$ cat src/rtl/ext_trigger_ctrl.sv
// External trigger controller: arms on request, turns pulse/software events into a
// delayed one-cycle trigger with holdoff dead-time, per-arm limit and event statistics.
module ext_trigger_ctrl #(
  parameter int DLY_W = 32
) (
  input  logic             aclk,
  input  logic             aresetn,
  input  logic             pulse_in,
  input  logic             arm,
  input  logic             disarm,
  input  logic             sw_trigger,
  input  logic [DLY_W-1:0] cfg_delay,
  input  logic [15:0]      cfg_holdoff,
  input  logic [15:0]      cfg_count,
  output logic             trigger_out,
  output logic             armed,
  output logic [31:0]      trigger_count,
  output logic [15:0]      missed_count,
  output logic [2:0]       fsm_state
);

  typedef enum logic [2:0] {
    S_IDLE    = 3'd0,
    S_ARMED   = 3'd1,
    S_DELAY   = 3'd2,
    S_FIRE    = 3'd3,
    S_HOLDOFF = 3'd4
  } state_t;

  state_t           state, state_next;
  logic             pulse_q;
  logic [DLY_W-1:0] delay_q;
  logic [15:0]      holdoff_q;
  logic [15:0]      count_q;
  logic [DLY_W-1:0] dly_cnt;
  logic [15:0]      hold_cnt;
  logic [15:0]      fire_cnt;
  logic [15:0]      fire_cnt_inc;
  logic             event_hit;
  logic             fire;
  logic             busy;
  logic             arm_accept;

  assign event_hit    = (pulse_in & ~pulse_q) | sw_trigger;
  // disarm suppresses the trigger even in the FIRE cycle itself
  assign fire         = (state == S_FIRE) && !disarm;
  assign busy         = (state == S_DELAY) || (state == S_FIRE) || (state == S_HOLDOFF);
  assign arm_accept   = (state == S_IDLE) && arm && !disarm;
  assign fire_cnt_inc = fire_cnt + 16'd1;

  assign trigger_out  = fire;
  assign armed        = (state != S_IDLE);
  assign fsm_state    = state;

  always_comb begin
    state_next = state;
    case (state)
      S_IDLE:    if (arm) state_next = S_ARMED;
      S_ARMED:   if (event_hit) state_next = (delay_q == '0) ? S_FIRE : S_DELAY;
      S_DELAY:   if (dly_cnt == '0) state_next = S_FIRE;
      S_FIRE: begin
        if ((count_q != 16'd0) && (fire_cnt_inc == count_q)) state_next = S_IDLE;
        else if (holdoff_q == 16'd0)                          state_next = S_ARMED;
        else                                                  state_next = S_HOLDOFF;
      end
      S_HOLDOFF: if (hold_cnt == 16'd0) state_next = S_ARMED;
      default:   state_next = S_IDLE;
    endcase
    if (disarm) state_next = S_IDLE;
  end

  always_ff @(posedge aclk or negedge aresetn) begin
    if (!aresetn) state <= S_IDLE;
    else          state <= state_next;
  end

  always_ff @(posedge aclk or negedge aresetn) begin
    if (!aresetn) begin
      pulse_q   <= 1'b0;
      delay_q   <= '0;
      holdoff_q <= 16'd0;
      count_q   <= 16'd0;
      fire_cnt  <= 16'd0;
    end else begin
      pulse_q <= pulse_in;
      if (arm_accept) begin
        delay_q   <= cfg_delay;
        holdoff_q <= cfg_holdoff;
        count_q   <= cfg_count;
        fire_cnt  <= 16'd0;
      end else if (fire) begin
        fire_cnt <= fire_cnt_inc;
      end
    end
  end

  // Timers are loaded with N-1 so DELAY/HOLDOFF occupy exactly N cycles.
  always_ff @(posedge aclk or negedge aresetn) begin
    if (!aresetn) begin
      dly_cnt  <= '0;
      hold_cnt <= 16'd0;
    end else begin
      if ((state == S_ARMED) && (state_next == S_DELAY)) dly_cnt <= delay_q - 1'b1;
      else if ((state == S_DELAY) && (dly_cnt != '0))    dly_cnt <= dly_cnt - 1'b1;
      if ((state == S_FIRE) && (state_next == S_HOLDOFF)) hold_cnt <= holdoff_q - 16'd1;
      else if ((state == S_HOLDOFF) && (hold_cnt != 16'd0)) hold_cnt <= hold_cnt - 16'd1;
    end
  end

  always_ff @(posedge aclk or negedge aresetn) begin
    if (!aresetn) begin
      trigger_count <= 32'd0;
      missed_count  <= 16'd0;
    end else begin
      if (fire) trigger_count <= trigger_count + 32'd1;
      if (event_hit && busy && !disarm && (missed_count != 16'hFFFF))
        missed_count <= missed_count + 16'd1;
    end
  end

endmodule

$ cat config.mk
export PLATFORM = sky130hd
export DESIGN_NAME = ext_trigger_ctrl
export DESIGN_NICKNAME = d
export VERILOG_FILES = /design/src/rtl/ext_trigger_ctrl.sv
export SDC_FILE = /design/constraint.sdc
export NUM_CORES = 1
export LEC_CHECK = 0
export CAP_MARGIN = 10
export CELL_PAD_IN_SITES_DETAIL_PLACEMENT = 2
export CELL_PAD_IN_SITES_GLOBAL_PLACEMENT = 2
export CORE_AREA = 2 2 166 168
export DETAILED_ROUTE_END_ITERATION = 8
export DIE_AREA = 0 0 168 170
export PLACE_DENSITY_LB_ADDON = 0.1
export SYNTH_ARGS = -nofsm -noshare
export SYNTH_HDL_FRONTEND = slang
export SYNTH_SLANG_ARGS = --single-unit
$ cat constraint.sdc
create_clock -name aclk -period 14.14 [get_ports aclk]
set_clock_uncertainty 0.1 [all_clocks]
set_input_delay 3.535 -clock aclk [delete_from_list [all_inputs] [get_ports aclk]]
set_output_delay 3.535 -clock aclk [all_outputs]
set_load 0.05 [all_outputs]
Word level (Yosys, flattened, before mapping)
Cells that the tools add are included.

storage, ports and cells
  register bits = 180
  bits in latches = 0
  bits in writable memories = 0
  ROM bits = 0
  memories kept = 0

operators by class
  add/subtract/negate cells = 7
  $mul = 0
  div/mod/pow operators = 0
  order comparisons = 0
  equal/unequal tests = 8
  shift-type cells = 0
  mux-type cells = 15
  bitwise gates (word level) = 3
  reduce and logical (&&, ||, !) cells = 26

operators with widths
  cell                     count
  $logic_not A32 Y1        2
  $mux W16                 4
  $mux W32                 2
  $sub A32 B1 Y32 const B  2
  $add A16 B1 Y16 const B  2
  $add A32 B1 Y32 const B  1
  $logic_not A16 Y1        2
  $reduce_bool A16 Y1      2
  $reduce_bool A32 Y1      1
  $sub A16 B1 Y16 const B  2
  $mux W3                  7
  $eq A16 B16 Y1           1
  $ne A16 B16 Y1 const B   1
  $pmux W3 S5              1
  $logic_and A1 B1 Y1      11
  $eq A3 B2 Y1 const B     3
  $eq A3 B3 Y1 const B     2
  $reduce_bool A2 Y1       3
  $eq A3 B1 Y1 const B     1
  $logic_not A3 Y1         1
  $reduce_bool A3 Y1       1
  $logic_or A1 B1 Y1       2
  $and A1 B1 Y1            1
  $logic_not A1 Y1         1
  other kinds (3)          3

Depth between registers and ports, before layout
  depth after elaboration = 9
  mapped depth = 20
  gate-level depth less buffers = 15

Least setup slack after synthesis
No wires, ideal clock.

  path type = in2out
  from = input disarm
  to = output trigger_out
  arrival = 4.827 ns
  data required time = 10.505 ns
  slack = 5.678 ns
  cell stages on the path = 4
  path buffers = 2
  cell sequence = or2_1 > inv_1 > clkbuf_1 > buf_1

between the ends
  longest elaborated chain between the ends = 2

ends and longest elaborated chain
  element              RTL line  source
  from (decl)          10        input logic disarm,
  $logic_not A1 Y1     46        assign fire = (state == S_FIRE) && !disarm;
  $logic_and A1 B1 Y1  46
  to (decl)            15        output logic trigger_out,

No other way between the ends.

Worst setup path after layout
Ends and elaborated chain as after synthesis.

==> results.py <==
metrics = {
    "status": {
        "outcome": "complete, no violations",
    },
    "pwr": {
        "swShare_pct": 34.4,
        "total_power_mw": 1.61,
        "ir_worst_vdd_uv": 71.3,
        "power_switching_mw": 0.552,
        "seqPwrFrac_pct": 47.8,
        "p_per_area_nw_per_um2": 133,
        "p_int_mw": 1.05,
        "p_leak_nw": 4.76,
        "combPwrFrac_pct": 23.2,
        "p_clk_share_pct": 28.9,
    },
    "timing": {
        "tightest_slew_ns": 1.09,
        "fin_crit_sh_pct": 66.9,
        "rsz0062_at_grt": "false",
        "hold_viol": 0,
        "slew_headroom_pct": 27.4,
        "max_freq_ghz": 0.106,
        "slew_violations": 0,
        "fin_crit_ns": 9.46,
        "final.setup.tns_ns": 0,
        "setup_viol": 0,
    },
    "routing": {
        "vias_per_cell": 5.55,
        "drc": 0,
        "num_vias": 8103,
        "firstDrtPassIters": 4,
        "routedWlPerCell_um": 20.0,
        "drt_wl_total_um": 29200,
        "drt_iter0_drc": 349,
        "antenna_left": 0,
    },
    "cts": {
        "cts.sink_count": 180,
        "tritoncts": "yes",
        "cts_resized": 0,
        "cts_buffers": 17,
        "ctsHoldBuffers": 0,
        "cts_htree_levels": 4,
        "post_cts_buffers": 0,
        "path_clk_slew_ns": 0.07,
        "cts_buffer_depth": 2,
        "cts-root-buf": "clkbuf_16",
        "clk-insertion-delay-late_ns": 0.44,
    },
    "floorplan": {
        "initial_core_util_pct": 37.5,
        "ios": 123,
        "chipHeight_um": 170,
        "dieArea_um2": 28600,
        "core-area_um2": 26700,
        "die_w_um": 168,
        "rows": 60,
    },
    "setup_path": {
        "worstPathArrival_ns": 5.82,
        "crit_type": "in -> out",
        "rr_worst_depth": 15,
        "worstPathMaxFanout": 23,
        "endpoint_kind": "primary output",
        "worstPathRequired_ns": 10.51,
        "crit_path_start_kind": "primary input",
    },
    "synthesis": {
        "netlist.area_leader.share_pct": 45.1,
        "syn_area_um2": 9990,
        "synth_nets": 1083,
        "syn_avg_cell_area_um2": 9.91,
        "synth.distinct_cells": 78,
        "ys_warn_count": 0,
        "ys.flop_type": "dfrtp_1",
        "synth_area_leader_cell": "dfrtp_1",
        "synth_cells": 1008,
        "synth-edff-count": 0,
        "netlist_top_cells_area": "dfrtp_1 (45%), mux2_2 (7.7%), xnor2_1 (6.3%)",
        "ys_seq_area_share_pct": 45.1,
        "ys_seq_elements": 180,
        "async_flop_share_pct": 100,
    },
    "placed_design": {
        "hpwl_um": 20600,
        "portBuffers": 122,
        "place_area_um2": 11500,
        "gp_congestion": 0.831,
    },
    "layout": {
        "drive_above_1_share_pct": 12.4,
        "post-route-util_pct": 45.2,
        "regArea_um2": 4500,
        "layout.nets": 1181,
        "num-fill-cells": 2847,
        "multi_input_area_um2": 5260,
        "syn_to_final_growth_pct": 20.5,
        "finalInstanceArea_um2": 12000,
    },
    "global_route": {
        "grtUsageTotal_pct": 21.5,
        "grt_max_degree": 110,
        "antenna_found_initial": 0,
        "grt_first_pass_wirelength_um": 48900,
        "overflow": 0,
        "first_global_vias": 8926,
    },
    "worst_hold_path": {
        "hold_depth": 1,
        "hold_class": "reg -> reg",
    },
    "flow_run": {
        "maxCapViolations": 0,
    },
}
cell usage after synthesis, types with 7 or more instances:
| cell | count |
|---|---|
| nor3_1 | 28 |
| nand3_1 | 37 |
| mux2i_1 | 11 |
| nor2_1 | 95 |
| xor2_1 | 46 |
| or3_1 | 17 |
| or4_1 | 8 |
| a31oi_1 | 13 |
| o31ai_1 | 7 |
| mux2_2 | 68 |
| nor4_1 | 23 |
| and3_1 | 18 |
| inv_1 | 9 |
| nand3b_1 | 7 |
| xnor2_1 | 72 |
| nand2b_1 | 9 |
| a21oi_1 | 40 |
| nand4_1 | 17 |
| dfrtp_1 | 180 |
| buf_1 | 8 |
| nand2_1 | 90 |
| buf_2 | 9 |
| clkbuf_1 | 28 |
| nor2b_1 | 7 |
| o21ai_0 | 53 |
worst max-delay path: stages:
cell and delay (ns):
clkdlybuf4s50_1 0.61, or2_1 0.75, inv_1 0.16, clkdlybuf4s50_1 0.75
area by class of cell:
type	count	share of cell area (%)
antenna	1	0.0208
clock buffer	18	3.56
clock inverter	12	1.07
inverter	9	0.281
multi-input combinational	771	43.6
sequential	180	37.4
tap	341	3.54
timing repair buffer	127	10.5
cells by family (layout without fill, tap and decap cells):
logic type	count (synthesis)	after routing	synth area share [%]
fa+ha+maj	5	5	0.626
xor+xnor	119	119	10.6
compound gates	170	170	11.1
simple gates	397	397	21.3
flops	180	180	45.1
mux	80	80	8.88
buf+inv	57	166	2.48
other cells	0	1	0
sequential cells by signal, indices dropped and copies added, names as in the netlist:
signal / count
delay_q: 32
dly_cnt: 32
trigger_count: 32
count_q: 16
fire_cnt: 16
hold_cnt: 16
holdoff_q: 16
missed_count: 16
fsm_state: 3
pulse_q: 1
metal layers:
metal | vias to the layer above | global-route usage (%) | routed length (µm)
li1 | 3805 | - | -
met1 | 4198 | 27.6 | 13300
met2 | 83 | 38.5 | 15000
met3 | 17 | 2.77 | 566
met4 | 0 | 4.99 | 264
met5 | - | 0 | 0
per-stage QoR:
| step | hold WS [ns] | worst slack, ns | cells |
|---|---|---|---|
| floorplan | 0.340 | 5.68 | 1008 |
| global placement | 0.361 | 4.75 | 1428 |
| detailed placement | 0.372 | 4.72 | 1428 |
| CTS | 0.384 | 4.70 | 1458 |
| global route | 0.414 | 4.52 | 1458 |
| finish | 0.374 | 4.68 | 1459 |
layout by cell type (no fill, tap or decap), types with 8 or more instances in the layout:
master           instances
clkdlybuf4s50_1        121
nand3_1                 36
nand4_1                 17
clkbuf_16               17
nor2_1                  95
or3_1                   17
nand2b_1                 9
xor2_1                  46
a21oi_1                 40
nor4_1                  23
inv_1                    9
mux2_2                  68
xnor2_1                 72
nor3_1                  27
dfrtp_1                180
a31oi_1                 13
nand2_1                 90
or4_1                    8
mux2i_1                 11
o21ai_0                 53
and3_1                  17
power groups by stage:
stage | combinational, mW | sequential [mW] | clock [mW]
after global placement | 0.357 | 0.773 | 0
after CTS | 0.380 | 0.769 | 0.480
after detailed placement | 0.374 | 0.777 | 0
final | 0.373 | 0.768 | 0.464
after floorplan | 0.253 | 0.748 | 0
after global routing | 0.420 | 0.791 | 0.497
final timing paths:
path | start | end | slack (ns)
min reg2reg | trigger_count[31] | trigger_count[31] | 0.37
min | trigger_count[31] | trigger_count[31] | 0.37
max in group asynchronous | aresetn | dly_cnt[20] | 9.26
min in group asynchronous | aresetn | delay_q[15] | 3.11
max | disarm | trigger_out | 4.68
max reg2reg | fire_cnt[0] | hold_cnt[12] | 8.72
(Power assumes the default switching activity.)
